[src/rtl/seg_scan_ctrl_pkg.sv]
// Shared definitions for the seven-segment scan controller: segment bit order,
// glyph constants and a hex-to-glyph helper for producers.
package seg_scan_ctrl_pkg;

   localparam int NUM_DIGITS_DEF = 8;
   localparam int SEG_W          = 8;

   // Segment bit positions within a digit byte, ordered {a,b,c,d,e,f,g,dp}
   localparam int SEG_A_BIT  = 7;
   localparam int SEG_B_BIT  = 6;
   localparam int SEG_C_BIT  = 5;
   localparam int SEG_D_BIT  = 4;
   localparam int SEG_E_BIT  = 3;
   localparam int SEG_F_BIT  = 2;
   localparam int SEG_G_BIT  = 1;
   localparam int SEG_DP_BIT = 0;

   typedef logic [SEG_W-1:0] seg_t;

   localparam seg_t SEG_BLANK = 8'h00;
   localparam seg_t SEG_0     = 8'b1111_1100;
   localparam seg_t SEG_1     = 8'b0110_0000;
   localparam seg_t SEG_2     = 8'b1101_1010;
   localparam seg_t SEG_3     = 8'b1111_0010;
   localparam seg_t SEG_4     = 8'b0110_0110;
   localparam seg_t SEG_5     = 8'b1011_0110;
   localparam seg_t SEG_6     = 8'b1011_1110;
   localparam seg_t SEG_7     = 8'b1110_0000;
   localparam seg_t SEG_8     = 8'b1111_1110;
   localparam seg_t SEG_9     = 8'b1111_0110;

   function automatic seg_t hex_glyph(input logic [3:0] val);
      seg_t g;
      case (val)
         4'h0: g = SEG_0;
         4'h1: g = SEG_1;
         4'h2: g = SEG_2;
         4'h3: g = SEG_3;
         4'h4: g = SEG_4;
         4'h5: g = SEG_5;
         4'h6: g = SEG_6;
         4'h7: g = SEG_7;
         4'h8: g = SEG_8;
         4'h9: g = SEG_9;
         4'hA: g = 8'b1110_1110;
         4'hB: g = 8'b0011_1110;
         4'hC: g = 8'b1001_1100;
         4'hD: g = 8'b0111_1010;
         4'hE: g = 8'b1001_1110;
         default: g = 8'b1000_1110;
      endcase
      return g;
   endfunction

endpackage

[src/rtl/seg_scan_ctrl_tick_div.sv]
// Free-running divider: tick is high for one cycle out of every DIV cycles,
// on the last count of each period.
module tick_div #(
   parameter int DIV = 4
) (
   input  logic clk,
   input  logic rst,
   output logic tick
);

   localparam int            CW   = (DIV > 1) ? $clog2(DIV) : 1;
   localparam logic [CW-1:0] LAST = CW'(DIV - 1);

   logic [CW-1:0] cnt_q;

   always_ff @(posedge clk) begin
      if (rst) begin
         cnt_q <= '0;
      end else if (cnt_q == LAST) begin
         cnt_q <= '0;
      end else begin
         cnt_q <= cnt_q + 1'b1;
      end
   end

   assign tick = (cnt_q == LAST);

endmodule

[src/rtl/seg_scan_ctrl.sv]
// Double-buffered 8-digit seven-segment scan controller with per-digit enable,
// blink and start-of-slot blanking; sole driver of seg_out and tubsel.
module seg_scan_ctrl
   import seg_scan_ctrl_pkg::*;
#(
   parameter int NUM_DIGITS = NUM_DIGITS_DEF,
   parameter int SCAN_DIV   = 100000,
   parameter int BLANK_CYC  = 4,
   parameter int BLINK_DIV  = 250
) (
   input  logic                          clk,
   input  logic                          rst,
   input  logic [8*NUM_DIGITS-1:0]       frame_data,
   input  logic [NUM_DIGITS-1:0]         frame_en,
   input  logic [NUM_DIGITS-1:0]         frame_blink,
   input  logic                          frame_valid,
   output logic                          frame_ready,
   output logic [SEG_W-1:0]              seg_out,
   output logic [NUM_DIGITS-1:0]         tubsel,
   output logic [$clog2(NUM_DIGITS)-1:0] scan_idx,
   output logic                          frame_wrap
);

   localparam int IDX_W = $clog2(NUM_DIGITS);
   localparam int BLK_W = $clog2(BLANK_CYC + 1);
   localparam int WRP_W = (BLINK_DIV > 1) ? $clog2(BLINK_DIV) : 1;

   localparam logic [IDX_W-1:0] LAST_IDX  = IDX_W'(NUM_DIGITS - 1);
   localparam logic [BLK_W-1:0] BLANK_END = BLK_W'(BLANK_CYC);
   localparam logic [WRP_W-1:0] WRAP_LAST = WRP_W'(BLINK_DIV - 1);

   typedef logic [NUM_DIGITS-1:0][SEG_W-1:0] frame_t;

   logic tick;

   tick_div #(
      .DIV (SCAN_DIV)
   ) u_prescaler (
      .clk  (clk),
      .rst  (rst),
      .tick (tick)
   );

   // Handshake: a frame transfers on any edge where frame_valid && frame_ready.
   // frame_ready low means the shadow buffer holds a frame not yet displayed;
   // it returns high on the frame wrap that moves shadow into active.
   frame_t                  active_data_q, active_data_d;
   frame_t                  shadow_data_q, shadow_data_d;
   logic [NUM_DIGITS-1:0]   active_en_q, active_en_d;
   logic [NUM_DIGITS-1:0]   active_blink_q, active_blink_d;
   logic [NUM_DIGITS-1:0]   shadow_en_q, shadow_en_d;
   logic [NUM_DIGITS-1:0]   shadow_blink_q, shadow_blink_d;
   logic                    ready_q, ready_d;
   logic [IDX_W-1:0]        scan_q, scan_d;
   logic [BLK_W-1:0]        blank_q, blank_d;
   logic [WRP_W-1:0]        wrap_cnt_q, wrap_cnt_d;
   logic                    phase_q, phase_d;
   logic                    wrap_q;
   logic [SEG_W-1:0]        seg_q, seg_d;
   logic [NUM_DIGITS-1:0]   tub_q, tub_d;

   logic wrap;
   logic capture;
   logic promote;

   always_comb begin
      wrap           = tick && (scan_q == LAST_IDX);
      capture        = frame_valid && ready_q;
      promote        = wrap && !ready_q;

      scan_d         = scan_q;
      blank_d        = blank_q;
      wrap_cnt_d     = wrap_cnt_q;
      phase_d        = phase_q;
      ready_d        = ready_q;
      shadow_data_d  = shadow_data_q;
      shadow_en_d    = shadow_en_q;
      shadow_blink_d = shadow_blink_q;
      active_data_d  = active_data_q;
      active_en_d    = active_en_q;
      active_blink_d = active_blink_q;

      if (tick) begin
         scan_d  = wrap ? '0 : scan_q + 1'b1;
         blank_d = '0;
      end else if (blank_q < BLANK_END) begin
         blank_d = blank_q + 1'b1;
      end

      if (wrap) begin
         if (wrap_cnt_q == WRAP_LAST) begin
            wrap_cnt_d = '0;
            phase_d    = !phase_q;
         end else begin
            wrap_cnt_d = wrap_cnt_q + 1'b1;
         end
      end

      // capture needs ready high and promote needs it low, so they never collide
      if (capture) begin
         shadow_data_d  = frame_data;
         shadow_en_d    = frame_en;
         shadow_blink_d = frame_blink;
         ready_d        = 1'b0;
      end else if (promote) begin
         active_data_d  = shadow_data_q;
         active_en_d    = shadow_en_q;
         active_blink_d = shadow_blink_q;
         ready_d        = 1'b1;
      end
   end

   // Drive values are computed from next state so the pins line up with scan_idx
   always_comb begin
      seg_d = '0;
      tub_d = '0;
      if (blank_d >= BLANK_END && active_en_d[scan_d]) begin
         tub_d[scan_d] = 1'b1;
         if (!(active_blink_d[scan_d] && phase_d)) begin
            seg_d = active_data_d[scan_d];
         end
      end
   end

   always_ff @(posedge clk) begin
      if (rst) begin
         active_data_q  <= '0;
         active_en_q    <= '0;
         active_blink_q <= '0;
         shadow_data_q  <= '0;
         shadow_en_q    <= '0;
         shadow_blink_q <= '0;
         ready_q        <= 1'b1;
         scan_q         <= '0;
         blank_q        <= '0;
         wrap_cnt_q     <= '0;
         phase_q        <= 1'b0;
         wrap_q         <= 1'b0;
         seg_q          <= '0;
         tub_q          <= '0;
      end else begin
         active_data_q  <= active_data_d;
         active_en_q    <= active_en_d;
         active_blink_q <= active_blink_d;
         shadow_data_q  <= shadow_data_d;
         shadow_en_q    <= shadow_en_d;
         shadow_blink_q <= shadow_blink_d;
         ready_q        <= ready_d;
         scan_q         <= scan_d;
         blank_q        <= blank_d;
         wrap_cnt_q     <= wrap_cnt_d;
         phase_q        <= phase_d;
         wrap_q         <= wrap;
         seg_q          <= seg_d;
         tub_q          <= tub_d;
      end
   end

   assign frame_ready = ready_q;
   assign seg_out     = seg_q;
   assign tubsel      = tub_q;
   assign scan_idx    = scan_q;
   assign frame_wrap  = wrap_q;

endmodule
[config.mk]
export PLATFORM = sky130hd
export DESIGN_NAME = seg_scan_ctrl
export DESIGN_NICKNAME = d
export VERILOG_FILES = /design/src/rtl/seg_scan_ctrl_pkg.sv /design/src/rtl/seg_scan_ctrl_tick_div.sv /design/src/rtl/seg_scan_ctrl.sv
export SDC_FILE = /design/constraint.sdc
export NUM_CORES = 1
export LEC_CHECK = 0
export CORE_AREA = 2 2 132 134
export DETAILED_ROUTE_END_ITERATION = 6
export DIE_AREA = 0 0 134 136
export GPL_TIMING_DRIVEN = 0
export HOLD_SLACK_MARGIN = 0.15
export PLACE_DENSITY = 0.72
export SYNTH_ARGS = -nofsm -noshare
export SYNTH_HDL_FRONTEND = slang
export SYNTH_SLANG_ARGS = --single-unit
[constraint.sdc]
create_clock -name clk -period 2.9 [get_ports clk]
set_input_delay 0.58 -clock clk [delete_from_list [all_inputs] [get_ports clk]]
set_output_delay 0.58 -clock clk [all_outputs]
set_load 0.02 [all_outputs]
==> qor.txt, run 1 <==
Status - complete, no violations
FF+latch area - 4220 um^2
Cell with the most instances after synthesis - nand2_1
DPL Wire Length - 15800 um
Post-synth top area share - 0.507
Filler Cells Inserted - 1485
Overflow after GRT - 0
Worst slack, placed - -0.719 ns
H-tree levels - 1
Final core occ - 0.627
Worst-Skew Late Latency - 0.50 ns
Worst reg-to-reg path cell count - 8
Cell variety after synth - 54
Effective utilization at floorplan - 0.492
Clock share of power - 0.466
CTS tree - yes
Cells after synthesis - 985
Leakage - 4.08 nW
Total CTS buffers - 23
Synth cell count leaders - nand2_1 (275), dfxtp_1 (210), a21oi_1 (134)
Synth Net Count - 1074
Critical path type - register to register
Clk buf depth - 3
I/O pin cnt - 104
Delay-heaviest family, CP - compound AO/OA/AOI/OAI gates
CP cell instances - nor4b_4 -> and4_1 -> buf_6 -> mux2_4 -> a22o_1 -> a2111o_2 -> buf_8 -> a311oi_4
TritonCTS Sinks - 210
# diodes - 0
Largest net degree at the start of global routing - 15
Setup Skew - 0.0133 ns
Critical path depth - 8
# nets final - 1207
Total power - 6.29 mW
Layout cell share with drive strength beyond 1 - 0.0935
GRT Total Usage - 0.247
Crit path largest cell delay - 0.53 ns
Mean post-synth cell area - 8.42 um^2
Ys flop type - dfxtp_1
Internal power - 4.90 mW
Initial DRC count - 512
DR vias/cell - 5.36
Clk slew on worst S/H paths - 0.06 ns
Tcrit/Tclk final - 0.972
Nature of the critical path endpoint - register
Hold_ws - 0.448 ns
Syn. warnings - 0
Clk root buf - clkbuf_16
Max FO, Critical Path - 9
Vias in the first global route - 6946
Switching power of the nets - 1.40 mW
Die Wd - 134 um
Worst Setup Start Kind - register
Area Overhead vs Synth - 27.6%
Sequential fraction of the synthesis area - 0.507
Switching part of the total - 0.222
Share of power burned in registers - 0.478
Vias - 7279
Buffers added on ports - 102
Crit path DAT - 3.22 ns
Routed WL - 22800 um
Post-layout minimum cycle time - 2.82 ns
Remaining DRCs - 0
Die ar. - 18200 um^2
Fmax - 0.355 GHz
CP bufs+invs - 2
Total negative slack - 0 ns
Post-synth EDFFs - 0
Final hold violation count - 0
Total of max-cap violations - 0
Hold_buf cts - 0
Area leader, netlist - dfxtp_1
DRT antenna net count - 0
Area contributors post-synth - dfxtp_1 (51%), nand2_1 (12%), a21oi_1 (8.1%)
RD Place Congestion - 0.870
Tightest Pin Transition - 0.800 ns
First-pass GRT wire length - 35500 um
Cell Area, Synth - 8300 um^2
Hold depth - 1
Multi-input gate area - 3890 um^2
Die height - 136 um
Peak VDD IR - 0.427 mV
Slew margin rel. - 0.466
Core area - 16900 um^2
Async SR Flop Fraction - 0
Initial antenna violation count - 0
CP Data Required Time - 3.30 ns
PwrDens - 594 nW/um^2
Final worst slack - 0.0809 ns
Worst hold path type - register to register
Comb pwr share - 0.056
# setup viols final - 0
Max Transition Viols Final - 0
Flops & latches, synth - 210
Slowest CP cell - a2111o_2
Wirelength per Cell - 16.8 um
Initial DRT Pass Iterations - 5
Site Rows - 48
## cells by family after synthesis
group,Yosys count,synth area share
compound gates,193,0.129
xor+xnor,23,0.0243
fa+ha+maj,6,0.00905
buf+inv,69,0.0377
flops,210,0.507
mux,59,0.0745
simple gates,425,0.219
## through the flow
| step | cells | area, um^2 |
|---|---|---|
| 3_3_place_gp | 1312 | 9600 |
| 2_1_floorplan | 985 | 8300 |
| 4_1_cts | 1355 | 10400 |
| 6_report | 1359 | 10600 |
| 3_5_place_dp | 1312 | 9600 |
| 5_1_grt | 1359 | 10600 |
## registers in the layout (all words and copies together), names as in the netlist, 3 cells and up
signal,flops
active_blink_q,8
active_data_q,64
active_en_q,8
blank_q,3
scan_idx,3
seg_out,8
shadow_blink_q,8
shadow_data_q,64
shadow_en_q,8
tubsel,8
u_prescaler.cnt_q,17
wrap_cnt_q,8
## final cells by class
class | instances | area share
multi-input combinational | 706 | 0.367
inverter | 5 | 0.00177
clock buffer | 33 | 0.0626
timing repair buffer | 110 | 0.105
tap | 225 | 0.0266
sequential | 210 | 0.398
clock inverter | 8 | 0.00933
buffer | 62 | 0.0289
## cell usage in the layout (no fill, tap or decap), types with 13 or more instances in the layout
cell type and instances:
nor2_1 80, nand2_1 274, clkdlybuf4s50_1 102, clkbuf_16 24, o21ai_0 17, nand3_1 25, clkbuf_1 44, mux2i_1 50
a21oi_1 134, o22ai_1 13, xor2_1 16, dfxtp_1 202
## power groups by stage
stage	clock, mW	combinational, mW	sequential (mW)
6_report	2.93	0.352	3.01
2_1_floorplan	0	0.168	3.06
5_1_grt	3.08	0.393	3.02
3_3_place_gp	0	0.342	3.07
3_5_place_dp	0	0.347	3.07
4_1_cts	2.95	0.351	3.01
## final timing paths
path,slack [ns],to,start
max,0.08,seg_out[2]$_SDFF_PP0_,u_prescaler.cnt_q[6]$_SDFF_PP0_
min,0.45,u_prescaler.cnt_q[0]$_SDFF_PP0_,u_prescaler.cnt_q[0]$_SDFF_PP0_
max reg2reg,0.08,seg_out[2]$_SDFF_PP0_,u_prescaler.cnt_q[6]$_SDFF_PP0_
min reg2reg,0.45,u_prescaler.cnt_q[0]$_SDFF_PP0_,u_prescaler.cnt_q[0]$_SDFF_PP0_
## layer usage
metal | track usage | part of all wire
met4 | 0.0833 | 0.033
met1 | 0.317 | 0.43
met2 | 0.423 | 0.47
met3 | 0.0406 | 0.063
met5 | 0 | 0
## worst reg2reg max path, cell delays in order (launching register included)
cell      delay [ns]
dfxtp_1         0.37
nor4b_4         0.34
and4_1          0.25
buf_6           0.15
mux2_4          0.39
a22o_1          0.26
a2111o_2        0.53
buf_8           0.19
a311oi_4        0.24
## timing repair
item / 4_1_cts / 5_1_grt
buffers inserted: 4 / 3
setup endpoints to repair: 59 / 30
pin swaps: 3 / 9
gates resized for setup: 20 / 22
cloned: 0 / 1
Note: power is estimated with default switching activity, not from simulation.
==> run 2: changes to the inputs <==
clock period = 3.3 ns   (was 2.9 ns; I/O delays follow)
==> run 2 against run 1 <==
Effect of this change:
- total power shrank 12%
- first-iteration DRC count grew 4.1%
- hold slack gained 0.0041 ns
- sequential power shrank 12%
- non-clock buffer count shrank 7
- sequential share of layout area grew 0.69 points
- cell count shrank 0.52%
- register-to-register slack lost 0.06 ns
- worst setup slack lost 0.055 ns
- die area is the same
- critical path depth grew 2
- cell area shrank 2.0%
==> qor.txt, run 2 (synthesis gave the netlist of run 1 again) <==
Initial DRT Pass Iterations - 5
Fmax - 0.305 GHz
Nature of the critical path endpoint - register
Remaining DRCs - 0
Die Wd - 134 um
Largest net degree at the start of global routing - 15
Clk slew on worst S/H paths - 0.06 ns
GRT Total Usage - 0.245
Initial antenna violation count - 0
Peak VDD IR - 0.372 mV
DRT antenna net count - 0
PwrDens - 533 nW/um^2
CP Data Required Time - 3.65 ns
Worst-Skew Late Latency - 0.50 ns
Final hold violation count - 0
Status - complete, no violations
Initial DRC count - 533
Most repeated library cell on the critical path - ha_1
Commonest non-fill, non-tap cell in the layout - nand2_1
Slowest CP cell - a2111o_2
Setup Skew - 0.00993 ns
Slew margin rel. - 0.432
Crit path to - seg_out[3]$_SDFF_PP0_
Largest regs - active_data_q: 64 flops, shadow_data_q: 64 flops, u_prescaler.cnt_q: 17 flops
Filler Cells Inserted - 1509
Crit path largest cell delay - 0.54 ns
Commonest non-fill, non-tap cells in the layout - nand2_1 (274), dfxtp_1 (208), a21oi_1 (134), clkdlybuf4s50_1 (102), nor2_1 (80)
Overflow after GRT - 0
# diodes - 0
Layout cell share with drive strength beyond 1 - 0.0719
# nets final - 1200
Unrepaired setup endpoints after global routing - true
Post-layout minimum cycle time - 3.27 ns
FF-to-FF End - seg_out[3]$_SDFF_PP0_
H-tree levels - 1
Cell Area, Placed - 9600 um^2
DR vias/cell - 5.30
Effective utilization at floorplan - 0.492
# setup viols final - 0
Total CTS buffers - 23
Flop-to-flop setup slack - 0.03 ns
CTS tree - yes
CP cell instances - ha_1 -> ha_1 -> nand2b_1 -> clkbuf_1 -> or2_1 -> buf_2 -> mux2i_1 -> a22o_1 -> a2111o_2 -> a211oi_1
Delay-heaviest family, CP - compound AO/OA/AOI/OAI gates
Vias in the first global route - 6888
Post-route cell area - 10400 um^2
Clk buf depth - 3
Worst Setup SP - scan_idx[0]$_SDFF_PP0_
Critical register-to-register path startpoint - scan_idx[0]$_SDFF_PP0_
Die ar. - 18200 um^2
Core area - 16900 um^2
Tcrit/Tclk final - 0.992
Crit path DAT - 3.62 ns
CP bufs+invs - 2
RD Place Congestion - 0.870
Leakage - 4.01 nW
Worst Setup Start Kind - register
Wirelength per Cell - 16.5 um
Buffers added on ports - 102
Tightest Pin Transition - 0.828 ns
Worst hold path type - register to register
Clk root buf - clkbuf_16
First-pass GRT wire length - 35200 um
TritonCTS Sinks - 210
Critical path depth - 10
Area Overhead vs Synth - 25.1%
Multi-input gate area - 3780 um^2
Max FO, Critical Path - 10
Site Rows - 48
Total of max-cap violations - 0
Total power - 5.53 mW
Die height - 136 um
Critical path type - register to register
I/O pin cnt - 104
Worst reg-to-reg path cell count - 10
FF+latch area - 4210 um^2
DPL Wire Length - 15800 um
Routed WL - 22300 um
Vias - 7170
Max Transition Viols Final - 0
run 2: cell types whose count changed in the layout (fill, tap and decap cells not counted), moves of 2 or more:
cell      delta
a211oi_1     +4
a211oi_2     -3
dfxtp_1      +6
ha_4         -2
dfxtp_2      -4
buf_4        -6
dfxtp_4      -2
ha_1         +3
run 2: worst min path at each step:
| stage | from | end | slack [ns] | cells past startpoint |
|---|---|---|---|---|
| detailed placement | active_data_q[42]$_SDFF_PP0_ | active_data_q[42]$_SDFF_PP0_ | 0.44 | 2 |
| global route | active_data_q[42]$_SDFF_PP0_ | active_data_q[42]$_SDFF_PP0_ | 0.47 | 2 |
| CTS | active_data_q[42]$_SDFF_PP0_ | active_data_q[42]$_SDFF_PP0_ | 0.45 | 2 |
| global placement | active_data_q[23]$_SDFF_PP0_ | active_data_q[23]$_SDFF_PP0_ | 0.44 | 2 |
| finish | shadow_data_q[12]$_SDFFE_PP0P_ | active_data_q[12]$_SDFF_PP0_ | 0.45 | 2 |
| floorplan | u_prescaler.cnt_q[0]$_SDFF_PP0_ | u_prescaler.cnt_q[0]$_SDFF_PP0_ | 0.43 | 1 |
run 2: power by group:
group / total, mW / leakage, nW / internal (mW) / switching, mW
logic: 0.307 / 1.93 / 0.145 / 0.162
clock network: 2.58 / 0.375 / 1.55 / 1.02
registers: 2.65 / 1.71 / 2.60 / 0.0439
run 2: routing by layer:
layer  global-route usage  wire length (um)  vias to the layer above
met5                    0                 0                        -
met4               0.0875               735                        0
met3               0.0421              1340                       45
met2                0.415             10300                      233
met1                0.315              9910                     3338
li1                     -                 -                     3554
run 2: timing repair:
item / 4_1_cts / 5_1_grt
hold buffers: 0 / 0
pin swaps: 1 / 0
buffers inserted: 0 / 0
gates resized for setup: 4 / 12
endpoints found under the setup margin: 35 / 39
run 2: final cells by class:
class	instances	area share
clock buffers	33	0.0639
well taps	225	0.0271
clock inverters	8	0.00952
inverters	5	0.00181
flip-flops and latches	210	0.405
multi-input cells	706	0.365
plain buffers	63	0.0292
repair buffers	102	0.0984
run 2: per-stage QoR:
stage	hold WS [ns]	setup slack, ns	setup TNS (ns)	cells	utilization
2_1_floorplan	0.426	0.504	0	985	-
3_5_place_dp	0.444	-0.319	-7.04	1312	0.569
6_report	0.453	0.0258	0	1352	0.615
3_3_place_gp	0.439	-0.264	-5.95	1312	0.569
5_1_grt	0.468	-0.0350	-0.0501	1352	0.615
4_1_cts	0.453	0.00143	0	1353	0.614
run 2: worst register-to-register path, cell delays in order (launching register included):
cell,delay [ns]
dfxtp_2,0.37
ha_1,0.22
ha_1,0.27
nand2b_1,0.10
clkbuf_1,0.33
or2_1,0.16
buf_2,0.28
mux2i_1,0.16
a22o_1,0.23
a2111o_2,0.54
a211oi_1,0.47
